File: src/rtl/ex_muldiv_if.sv
// rtl/ex_muldiv_if.sv - EX-stage multiply/divide unit signal bundle
interface ex_muldiv_if;
  logic        start;
  logic [2:0]  op;
  logic [31:0] in1_ALU;
  logic [31:0] in2_ALU;
  logic        mf_req;
  logic        flush;
  logic [31:0] hi;
  logic [31:0] lo;
  logic        busy;
  logic        done;
  logic        stall_req;

  modport master (
    output start, op, in1_ALU, in2_ALU, mf_req, flush,
    input  hi, lo, busy, done, stall_req
  );

  modport slave (
    input  start, op, in1_ALU, in2_ALU, mf_req, flush,
    output hi, lo, busy, done, stall_req
  );
endinterface

File: src/rtl/ex_muldiv_unit.sv
// rtl/ex_muldiv_unit.sv - iterative MULT/MULTU/DIV/DIVU/MTHI/MTLO unit owning HI/LO
module ex_muldiv_unit #(
  parameter int MUL_BITS_PER_CYCLE = 1
) (
  input  logic        clk,
  input  logic        reset,
  ex_muldiv_if.slave  bus
);
  localparam int K        = MUL_BITS_PER_CYCLE;
  localparam int MUL_ITER = 32 / K;

  typedef enum logic [1:0] {S_IDLE, S_MUL, S_DIV, S_FIX} state_t;

  state_t      state_q, state_d;
  logic [5:0]  cnt_q, cnt_d;
  logic [63:0] mcand_q, mcand_d;   // MUL: shifting multiplicand; DIV: divisor in [31:0]
  logic [31:0] mplier_q, mplier_d; // MUL: shifting multiplier; DIV: dividend shifting out, quotient in
  logic [63:0] acc_q, acc_d;       // MUL: product; DIV: partial remainder in [31:0]
  logic        neg_res_q, neg_res_d;
  logic        neg_rem_q, neg_rem_d;
  logic        dz_q, dz_d;
  logic        is_div_q, is_div_d;
  logic [31:0] hi_q, hi_d;
  logic [31:0] lo_q, lo_d;
  logic        done_q, done_d;

  logic        signed_op;
  logic        rs_neg, rt_neg;
  logic [31:0] abs_rs, abs_rt;
  logic [63:0] partial;
  logic [32:0] shifted, diff;
  logic [63:0] product;
  logic [31:0] quot, rem;

  always_comb begin
    state_d   = state_q;
    cnt_d     = cnt_q;
    mcand_d   = mcand_q;
    mplier_d  = mplier_q;
    acc_d     = acc_q;
    neg_res_d = neg_res_q;
    neg_rem_d = neg_rem_q;
    dz_d      = dz_q;
    is_div_d  = is_div_q;
    hi_d      = hi_q;
    lo_d      = lo_q;
    done_d    = 1'b0;

    signed_op = (bus.op == 3'd0) || (bus.op == 3'd2);
    rs_neg    = signed_op & bus.in1_ALU[31];
    rt_neg    = signed_op & bus.in2_ALU[31];
    abs_rs    = rs_neg ? (32'd0 - bus.in1_ALU) : bus.in1_ALU;
    abs_rt    = rt_neg ? (32'd0 - bus.in2_ALU) : bus.in2_ALU;

    partial = 64'd0;
    for (int i = 0; i < K; i++) begin
      if (mplier_q[i]) partial = partial + (mcand_q << i);
    end

    shifted = {acc_q[31:0], mplier_q[31]};
    diff    = shifted - {1'b0, mcand_q[31:0]};

    product = neg_res_q ? (64'd0 - acc_q) : acc_q;
    quot    = neg_res_q ? (32'd0 - mplier_q) : mplier_q;
    rem     = neg_rem_q ? (32'd0 - acc_q[31:0]) : acc_q[31:0];

    case (state_q)
      S_IDLE: begin
        if (bus.start && !bus.flush) begin
          case (bus.op)
            3'd0, 3'd1: begin
              state_d   = S_MUL;
              mcand_d   = {32'd0, abs_rs};
              mplier_d  = abs_rt;
              acc_d     = 64'd0;
              cnt_d     = 6'd0;
              neg_res_d = rs_neg ^ rt_neg;
              neg_rem_d = 1'b0;
              dz_d      = 1'b0;
              is_div_d  = 1'b0;
            end
            3'd2, 3'd3: begin
              state_d   = S_DIV;
              mcand_d   = {32'd0, abs_rt};
              mplier_d  = abs_rs;
              acc_d     = 64'd0;
              cnt_d     = 6'd0;
              neg_res_d = rs_neg ^ rt_neg;
              neg_rem_d = rs_neg;
              dz_d      = (bus.in2_ALU == 32'd0);
              is_div_d  = 1'b1;
            end
            3'd4:    hi_d = bus.in1_ALU;
            3'd5:    lo_d = bus.in1_ALU;
            default: ;
          endcase
        end
      end
      S_MUL: begin
        acc_d    = acc_q + partial;
        mcand_d  = mcand_q << K;
        mplier_d = mplier_q >> K;
        cnt_d    = cnt_q + 6'd1;
        if (cnt_q == 6'(MUL_ITER - 1)) state_d = S_FIX;
      end
      S_DIV: begin
        // Restoring step: keep the trial difference only when it did not borrow.
        if (!diff[32]) begin
          acc_d    = {32'd0, diff[31:0]};
          mplier_d = {mplier_q[30:0], 1'b1};
        end else begin
          acc_d    = {32'd0, shifted[31:0]};
          mplier_d = {mplier_q[30:0], 1'b0};
        end
        cnt_d = cnt_q + 6'd1;
        if (cnt_q == 6'd31) state_d = S_FIX;
      end
      S_FIX: begin
        if (is_div_q) begin
          // Divide by zero yields all-ones quotient; remainder already equals raw rs.
          lo_d = dz_q ? 32'hFFFF_FFFF : quot;
          hi_d = rem;
        end else begin
          hi_d = product[63:32];
          lo_d = product[31:0];
        end
        done_d  = 1'b1;
        state_d = S_IDLE;
      end
      default: state_d = S_IDLE;
    endcase

    if (bus.flush && (state_q != S_IDLE)) begin
      state_d = S_IDLE;
      hi_d    = hi_q;
      lo_d    = lo_q;
      done_d  = 1'b0;
    end
  end

  always_ff @(posedge clk) begin
    if (reset) begin
      state_q   <= S_IDLE;
      cnt_q     <= 6'd0;
      mcand_q   <= 64'd0;
      mplier_q  <= 32'd0;
      acc_q     <= 64'd0;
      neg_res_q <= 1'b0;
      neg_rem_q <= 1'b0;
      dz_q      <= 1'b0;
      is_div_q  <= 1'b0;
      hi_q      <= 32'd0;
      lo_q      <= 32'd0;
      done_q    <= 1'b0;
    end else begin
      state_q   <= state_d;
      cnt_q     <= cnt_d;
      mcand_q   <= mcand_d;
      mplier_q  <= mplier_d;
      acc_q     <= acc_d;
      neg_res_q <= neg_res_d;
      neg_rem_q <= neg_rem_d;
      dz_q      <= dz_d;
      is_div_q  <= is_div_d;
      hi_q      <= hi_d;
      lo_q      <= lo_d;
      done_q    <= done_d;
    end
  end

  assign bus.hi        = hi_q;
  assign bus.lo        = lo_q;
  assign bus.busy      = (state_q != S_IDLE);
  assign bus.done      = done_q;
  assign bus.stall_req = !reset && (state_q != S_IDLE) && (bus.start || bus.mf_req);
endmodule

File: src/flat_wrapper.sv
// flat-port wrapper written by rule: the top's interface ports become plain ports
module ex_muldiv_unit_flat 
#(
  parameter int MUL_BITS_PER_CYCLE = 1
)
  (clk, reset, bus_start, bus_op, bus_in1_ALU, bus_in2_ALU, bus_mf_req, bus_flush, bus_hi, bus_lo, bus_busy, bus_done, bus_stall_req);
  ex_muldiv_if bus_i ();
  input  logic clk;
  input  logic reset;
  input wire logic [$bits(bus_i.start)-1:0] bus_start;
  input wire logic [$bits(bus_i.op)-1:0] bus_op;
  input wire logic [$bits(bus_i.in1_ALU)-1:0] bus_in1_ALU;
  input wire logic [$bits(bus_i.in2_ALU)-1:0] bus_in2_ALU;
  input wire logic [$bits(bus_i.mf_req)-1:0] bus_mf_req;
  input wire logic [$bits(bus_i.flush)-1:0] bus_flush;
  output wire logic [$bits(bus_i.hi)-1:0] bus_hi;
  output wire logic [$bits(bus_i.lo)-1:0] bus_lo;
  output wire logic [$bits(bus_i.busy)-1:0] bus_busy;
  output wire logic [$bits(bus_i.done)-1:0] bus_done;
  output wire logic [$bits(bus_i.stall_req)-1:0] bus_stall_req;
  assign bus_i.start = bus_start;
  assign bus_i.op = bus_op;
  assign bus_i.in1_ALU = bus_in1_ALU;
  assign bus_i.in2_ALU = bus_in2_ALU;
  assign bus_i.mf_req = bus_mf_req;
  assign bus_i.flush = bus_flush;
  assign bus_hi = bus_i.hi;
  assign bus_lo = bus_i.lo;
  assign bus_busy = bus_i.busy;
  assign bus_done = bus_i.done;
  assign bus_stall_req = bus_i.stall_req;
  ex_muldiv_unit #(.MUL_BITS_PER_CYCLE(MUL_BITS_PER_CYCLE)) u_core (.clk(clk), .reset(reset), .bus(bus_i));
endmodule
File: config.mk
export PLATFORM = sky130hd
export DESIGN_NAME = ex_muldiv_unit_flat
export DESIGN_NICKNAME = d
export VERILOG_FILES = /design/src/rtl/ex_muldiv_if.sv /design/src/rtl/ex_muldiv_unit.sv /design/src/flat_wrapper.sv
export SDC_FILE = /design/constraint.sdc
export NUM_CORES = 1
export LEC_CHECK = 0
export BUFFER_PORTS_ARGS = -buffer_cell sky130_fd_sc_hd__buf_2
export CAP_MARGIN = 20
export CORE_MARGIN = 3
export CORE_UTILIZATION = 39
export CTS_CLUSTER_DIAMETER = 30
export DETAILED_ROUTE_END_ITERATION = 12
export HOLD_SLACK_MARGIN = 0.1
export SETUP_SLACK_MARGIN = 0.1
export SLEW_MARGIN = 20
export SYNTH_ARGS = -nofsm -noshare
export SYNTH_HDL_FRONTEND = slang
export SYNTH_SLANG_ARGS = --single-unit
File: constraint.sdc
create_clock -name clk -period 4.2 [get_ports clk]
set_input_delay 1.26 -clock clk [delete_from_list [all_inputs] [get_ports clk]]
set_output_delay 1.26 -clock clk [all_outputs]
set_load 0.02 [all_outputs]
==> summary.txt, run 1 <==
outcome: complete, no violations
Worst slew margin: 20.0%
Die W: 237 um
final setup fails: 0
cells after synthesis: 2,865
layout cells sized above 1: 13.9%
Avg WL per Cell: 23.1 um
Final Skew: 0.0505 ns
worst path required time: 4.65 ns
combinational share of power: 39.2%
Sw Share: 41.6%
clock transition at the registers of the reported paths: 0.04 ns
Clk pwr share: 39.3%
via count: 22,900
CTS buffer count: 70
CTS tree: done
Slew Limit Fails: 0
fin crit share: 93.8%
critical path peak fanout: 11
DRC viols: 0
DIE HEIGHT: 237 um
Root Driver: clkbuf_16
largest net degree at the start of global routing: 96
f_max: 0.254 GHz
Layout Nets: 3,129
Initial Utilization: 39.9%
Net Sw Power: 5850 uW
crit path launch type: register
Critical Path Sink Type: register
initial antenna violation count: 0
Sink Count: 237
Seq pwr share: 21.5%
WS Path Type: register to register
commonest non-fill, non-tap cell in the layout: nand2_1
most frequent cells in the layout: nand2_1 (314), nor2_1 (298), a21oi_1 (237), dfxtp_1 (234), o21ai_0 (169)
Setup TNS: 0 ns
largest buffer count on any clock path: 3
vias in the first global route: 21,900
power per cell area: 564 mW/mm^2
delay-heaviest family, CP: simple AND/OR/NAND/NOR gates
HP Class: register to register
Top Ports: 139
max-cap violation count: 0
Post-CTS Setup Inserts: 0
Primary FF master, synth: dfxtp_1
syn_area_per_cell: 7.25 um^2
Mapped Area: 0.0208 mm^2
final WL: 85.1 mm
Least-Margin Pin Slew: 1.20 ns
die outline area: 0.0561 mm^2
Rows: 83
cell mode on critical path: o21ai_0
Buf/Inv on CP: 1
post-synthesis simple-gate area fraction: 21.4%
internal power: 8210 uW
Clk Latency, worst-skew pair: 0.62 ns
Worst path slowest cell: nor4_1
post-CTS sizing: 0
H-tree depth: 3
post-synthesis mux area share: 0.434%
Post-synth EDFFs: 0
Final GP Congestion: 0.992
core area: 0.0520 mm^2
Pleak: 0.0103 uW
Final Worst Setup Slack: 0.261 ns
crit path cell chain: nor4_1 > nand4b_1 > buf_4 > or4_4 > or4b_4 > nand2b_4 > o21ai_0 > xor2_1 > o21ai_0 > a211oi_1 > nor3_1
Via density: 6.20
post-synthesis net count: 3,044
Hold-fix buffers, CTS: 0
initial drt markers: 2,440
Post-Synth Adder-Cell Area: 6.52%
post-synthesis cell type count: 78
largest family of logic cells by synthesized area: compound AO/OA/AOI/OAI gates
Remaining Overflow, GRT: 0
warnings from Yosys: 0
XOR/XNOR Fraction of Synth Area: 11.3%
port bufs: 138
final-report hold violation count: 0
RSZ-0062 raised after global routing: false
worst slack at placement: 0.154 ns
Seq/Total Area, Yosys: 22.8%
DRT antenna net count: 0
area grow syn2layout: 20.1%
Synth Register Bits: 237
Final HPWL DP: 64.9 mm
Arrival @ worst endpoint: 4.39 ns
Total Routing Usage GR: 29.1%
slowest cell delay on critical path: 0.62 ns
first drt pass iteration count: 7
global-route wire length before repair: 129 mm
Max VDD drop: 390 uV
Compound-Gate Fraction of Synth Area: 32.0%
min Tclk post-route: 3.94 ns
asr flop ratio synth: 0%
==> final timing paths <==
| kind | start | endpoint | slack (ns) | cells after the start |
|---|---|---|---|---|
| worst max-delay path | u_core.acc_q[17]$_SDFFE_PP0P_ | u_core.bus.hi[26]$_SDFFE_PP0P_ | 0.26 | 11 |
| worst min-delay path | u_core.bus.lo[26]$_SDFFE_PP0P_ | u_core.bus.lo[26]$_SDFFE_PP0P_ | 0.47 | 2 |
| worst max register to register | u_core.acc_q[17]$_SDFFE_PP0P_ | u_core.bus.hi[26]$_SDFFE_PP0P_ | 0.26 | 11 |
| worst min register to register | u_core.bus.lo[26]$_SDFFE_PP0P_ | u_core.bus.lo[26]$_SDFFE_PP0P_ | 0.47 | 2 |
==> final cells by class <==
cell class | count | area (um^2)
fill | 5127 | 27100
multi-input combinational | 2326 | 15000
sequential | 237 | 4750
clock buffer | 83 | 1880
timing repair buffer | 250 | 1640
tap | 680 | 851
clock inverter | 44 | 594
inverter | 65 | 244
antenna | 1 | 2.50
==> power by group through the flow <==
stage,Sequential (uW),Clock [uW],Combinational [uW]
floorplan,3030,0,3540
global placement,3030,0,5310
CTS,3010,5570,5390
detailed placement,3040,0,5360
finish,3030,5520,5510
global route,3050,5710,5940
==> per-stage QoR <==
stage | std cells | instance area [um^2] | hold WS, ns | util, % | total power [uW]
floorplan | 2865 | 20800 | 0.455 | - | 6570
global placement | 3558 | 22400 | 0.464 | 43.1 | 8340
detailed placement | 3558 | 22400 | 0.458 | 43.1 | 8390
CTS | 3685 | 24900 | 0.470 | 47.9 | 14000
global route | 3685 | 24900 | 0.512 | 47.9 | 14700
finish | 3686 | 24900 | 0.473 | 47.9 | 14100
==> cell usage after synthesis (all sizes together) (64+ instances only) <==
library cell / count / area share (%)
a211oi: 114 / 4.1
and2: 67 / 2.0
o21ai: 170 / 4.1
ha: 105 / 6.3
nor2: 300 / 5.4
dfxtp: 237 / 23
a22oi: 89 / 3.2
xnor2: 150 / 6.3
a21oi: 237 / 5.7
inv: 64 / 1.2
nand2: 315 / 5.7
clkbuf: 208 / 3.8
xor2: 117 / 4.9
==> state kept, by name, indices dropped and copies added, names as in the netlist, 2 cells and up <==
| name | count |
|---|---|
| u_core.mplier_q | 32 |
| u_core.state_q | 2 |
| u_core.bus.lo | 32 |
| u_core.mcand_q | 64 |
| u_core.bus.hi | 32 |
| u_core.cnt_q | 6 |
| u_core.acc_q | 64 |
==> worst min-delay path: stages (launching register included) <==
cell,delay (ns)
dfxtp_1,0.31
nand2_1,0.06
a21oi_1,0.05
==> kinds of logic after synthesis <==
logic type,count (synthesis)
AO/OA/AOI/OAI,992
AND/OR/NAND/NOR,951
buffers and inverters,302
XOR/XNOR,267
flip-flops,237
adder cells (fa/ha/maj),107
multiplexers,9
==> metal layers <==
layer	global-route usage [%]	wire [um]
met5	0	0
met4	18.3	5790
met3	5.15	6470
met2	46.2	38100
met1	36.3	34700
No activity file was read; power rests on OpenSTA's default activity.
==> run 2, diff against run 1 <==
- CTS_BUF_LIST: default -> sky130_fd_sc_hd__clkbuf_8 sky130_fd_sc_hd__clkbuf_16
- SETUP_SLACK_MARGIN: 0.1 -> 0.5
==> run 2 against run 1 <==
Global-route usage is 0.74 points higher. Clock skew is 0.026 ns lower. Clock power is 3% lower. Die area stayed put. Critical path type unchanged. Critical endpoint is now u_core.bus.hi[29]$_SDFFE_PP0P_. Largest cell class unchanged. Highest routed layer unchanged.
==> summary.txt, run 2 (synthesized netlist as in run 1, its figures left out) <==
outcome: complete, no violations
Total Routing Usage GR: 29.8% (+0.74 points)
final WL: 87.4 mm (+2.7%)
Layout fillers: 5,145 (+0.35%)
area grow syn2layout: 22.7%
first drt pass iteration count: 6 (-1)
Avg WL per Cell: 23.3 um (+1.2%)
Arrival @ worst endpoint: 4.12 ns (-0.27 ns)
hold_ws: 0.479 ns (+0.00553 ns)
delay-heaviest family, CP: simple AND/OR/NAND/NOR gates
fin crit share: 86.8% (-7.0 points)
placed inst area: 0.0228 mm^2 (+1.7%)
Final Util: 49.0% (+1.0 points)
most frequent cells in the layout: nand2_1 (314), nor2_1 (298), a21oi_1 (235), dfxtp_1 (234), buf_4 (159)
cell mode on critical path: or4_4
Worst slew margin: 29.5% (+9.5 points)
power per cell area: 556 mW/mm^2 (-1.5%)
Worst path slowest cell: or4_4
DRT antenna net count: 0 (unchanged)
CP endpoint: u_core.bus.hi[29]$_SDFFE_PP0P_
Rows: 83 (unchanged)
Pleak: 0.0107 uW (+3.4%)
via count: 23,000 (+0.76%)
final design instance area without fill: 0.0255 mm^2 (+2.2%)
vias in the first global route: 21,800 (-0.26%)
Max VDD drop: 316 uV (-19%)
Layout Nets: 3,186 (+1.8%)
RSZ-0062 raised after global routing: true
max-cap violation count: 0 (unchanged)
commonest non-fill, non-tap cell in the layout: nand2_1
R2R Setup Slk: 0.56 ns (+0.29 ns)
slowest cell delay on critical path: 0.59 ns (-0.03 ns)
min Tclk post-route: 3.64 ns (-0.294 ns)
Top Ports: 139 (unchanged)
f_max: 0.274 GHz (+8.1%)
Least-Margin Pin Slew: 1.06 ns (-0.141 ns)
Worst path depth: 9 (-2)
Buf/Inv on CP: 0 (-1)
Remaining Overflow, GRT: 0 (unchanged)
Slew Limit Fails: 0 (unchanged)
Final HPWL DP: 67.5 mm (+3.9%)
Top Registers: u_core.acc_q x64, u_core.mcand_q x64
die outline area: 0.0561 mm^2 (unchanged)
crit path from: u_core.acc_q[20]$_SDFFE_PP0P_
Tot Pwr: 14,200 uW (+0.65%)
largest buffer count on any clock path: 3 (unchanged)
H-tree depth: 3 (unchanged)
Setup TNS: 0 ns (unchanged)
layout cells sized above 1: 16.0% (+2.1 points)
Final GP Congestion: 1.01 (+2.3%)
core area: 0.0520 mm^2 (unchanged)
crit path cell chain: or4_4 > or4_4 > or4_4 > or4_4 > or3_1 > o41ai_2 > xnor2_1 > o211ai_1 > a311oi_1
Final Skew: 0.0243 ns (-0.0262 ns)
port bufs: 138 (unchanged)
HP Class: register to register
WS Path Type: register to register
global-route wire length before repair: 131 mm (+2.1%)
CTS buffer count: 70 (unchanged)
Root Driver: clkbuf_16
Sink Count: 237 (unchanged)
RR Endpoint: u_core.bus.hi[29]$_SDFFE_PP0P_
final setup fails: 0 (unchanged)
Initial Utilization: 39.9% (unchanged)
Die W: 237 um (unchanged)
Critical Path Sink Type: register
Via density: 6.16 (-0.75%)
R2R Path Start: u_core.acc_q[20]$_SDFFE_PP0P_
clock transition at the registers of the reported paths: 0.04 ns (about the same)
CTS tree: done
worst path required time: 4.67 ns (+0.02 ns)
crit path launch type: register
initial antenna violation count: 0 (unchanged)
largest net degree at the start of global routing: 97 (+1.0%)
FF-to-FF path depth: 9 (-2)
DRC viols: 0 (unchanged)
Clk Latency, worst-skew pair: 0.60 ns (-0.02 ns)
DIE HEIGHT: 237 um (unchanged)
initial drt markers: 2,505 (+2.7%)
final-report hold violation count: 0 (unchanged)
critical path peak fanout: 6 (-5)
[run 2: cell types whose count changed in the layout (fill, tap and decap cells not counted), moves of 3 or more]
cell,change
clkbuf_1,-6
a211oi_2,+3
o21ai_1,+11
buf_4,+55
clkbuf_8,+7
a211oi_1,-3
clkinvlp_4,-5
o21ai_0,-12
inv_1,+9
[run 2: final cells by class]
| class | instances | area (um^2) | share of cell area, % |
|---|---|---|---|
| Antenna cell | 1 | 2.50 | 0.00982 |
| Clock buffer | 85 | 1980 | 7.78 |
| Clock inverter | 41 | 447 | 1.75 |
| Inverter | 65 | 244 | 0.958 |
| Multi-Input combinational cell | 2326 | 15100 | 59.4 |
| Sequential cell | 237 | 4750 | 18.6 |
| Tap cell | 680 | 851 | 3.34 |
| Timing Repair Buffer | 307 | 2080 | 8.16 |
[run 2: tightest hold or removal path, stage by stage (launching register included)]
cell     delay (ns)
dfxtp_1        0.32
nand2_1        0.06
a21oi_1        0.05
[run 2: worst min-delay path by stage]
| stage | startpoint | to | slack, ns | cells past startpoint |
|---|---|---|---|---|
| final | u_core.bus.lo[26]$_SDFFE_PP0P_ | u_core.bus.lo[26]$_SDFFE_PP0P_ | 0.48 | 2 |
| after CTS | u_core.bus.hi[25]$_SDFFE_PP0P_ | u_core.bus.hi[25]$_SDFFE_PP0P_ | 0.47 | 2 |
| after global routing | u_core.bus.hi[24]$_SDFFE_PP0P_ | u_core.bus.hi[24]$_SDFFE_PP0P_ | 0.51 | 2 |
| after global placement | u_core.bus.lo[26]$_SDFFE_PP0P_ | u_core.bus.lo[26]$_SDFFE_PP0P_ | 0.46 | 2 |
| after detailed placement | u_core.bus.hi[25]$_SDFFE_PP0P_ | u_core.bus.hi[25]$_SDFFE_PP0P_ | 0.46 | 2 |
| after floorplan | u_core.cnt_q[5]$_SDFFE_PP0P_ | u_core.cnt_q[5]$_SDFFE_PP0P_ | 0.46 | 2 |
[run 2: stage by stage]
stage,instances,setup slack (ns)
finish,3742,0.555
global route,3741,0.413
CTS,3736,0.428
detailed placement,3610,0.0754
global placement,3610,0.0478
floorplan,2865,0.527
[run 2: report_power, final]
| part | switching, uW | total, uW | leakage [uW] | internal [uW] |
|---|---|---|---|---|
| sequential | 399 | 3050 | 0.00193 | 2660 |
| clock | 1620 | 5360 | 0.00124 | 3740 |
| combinational | 3790 | 5730 | 0.00749 | 1950 |
| total | 5810 | 14200 | 0.0107 | 8350 |
[run 2: routing by layer]
layer  GRT usage, %  part of all wire (%)  vias up
met4           16.2                   6.0        0
li1               -                     -    10800
met1           38.5                    42    11000
met5              0                     0        -
met3           4.30                   6.8      251
met2           47.9                    45     1048
[run 2: repair_timing]
| item | 4_1_cts | 5_1_grt |
|---|---|---|
| pin swaps | 0 | 14 |
| resized for setup | 12 | 34 |
| setup buffers | 0 | 4 |
| hold buffers | 0 | 0 |
| cloned | 0 | 1 |
| endpoints found under the setup margin | 42 | 43 |
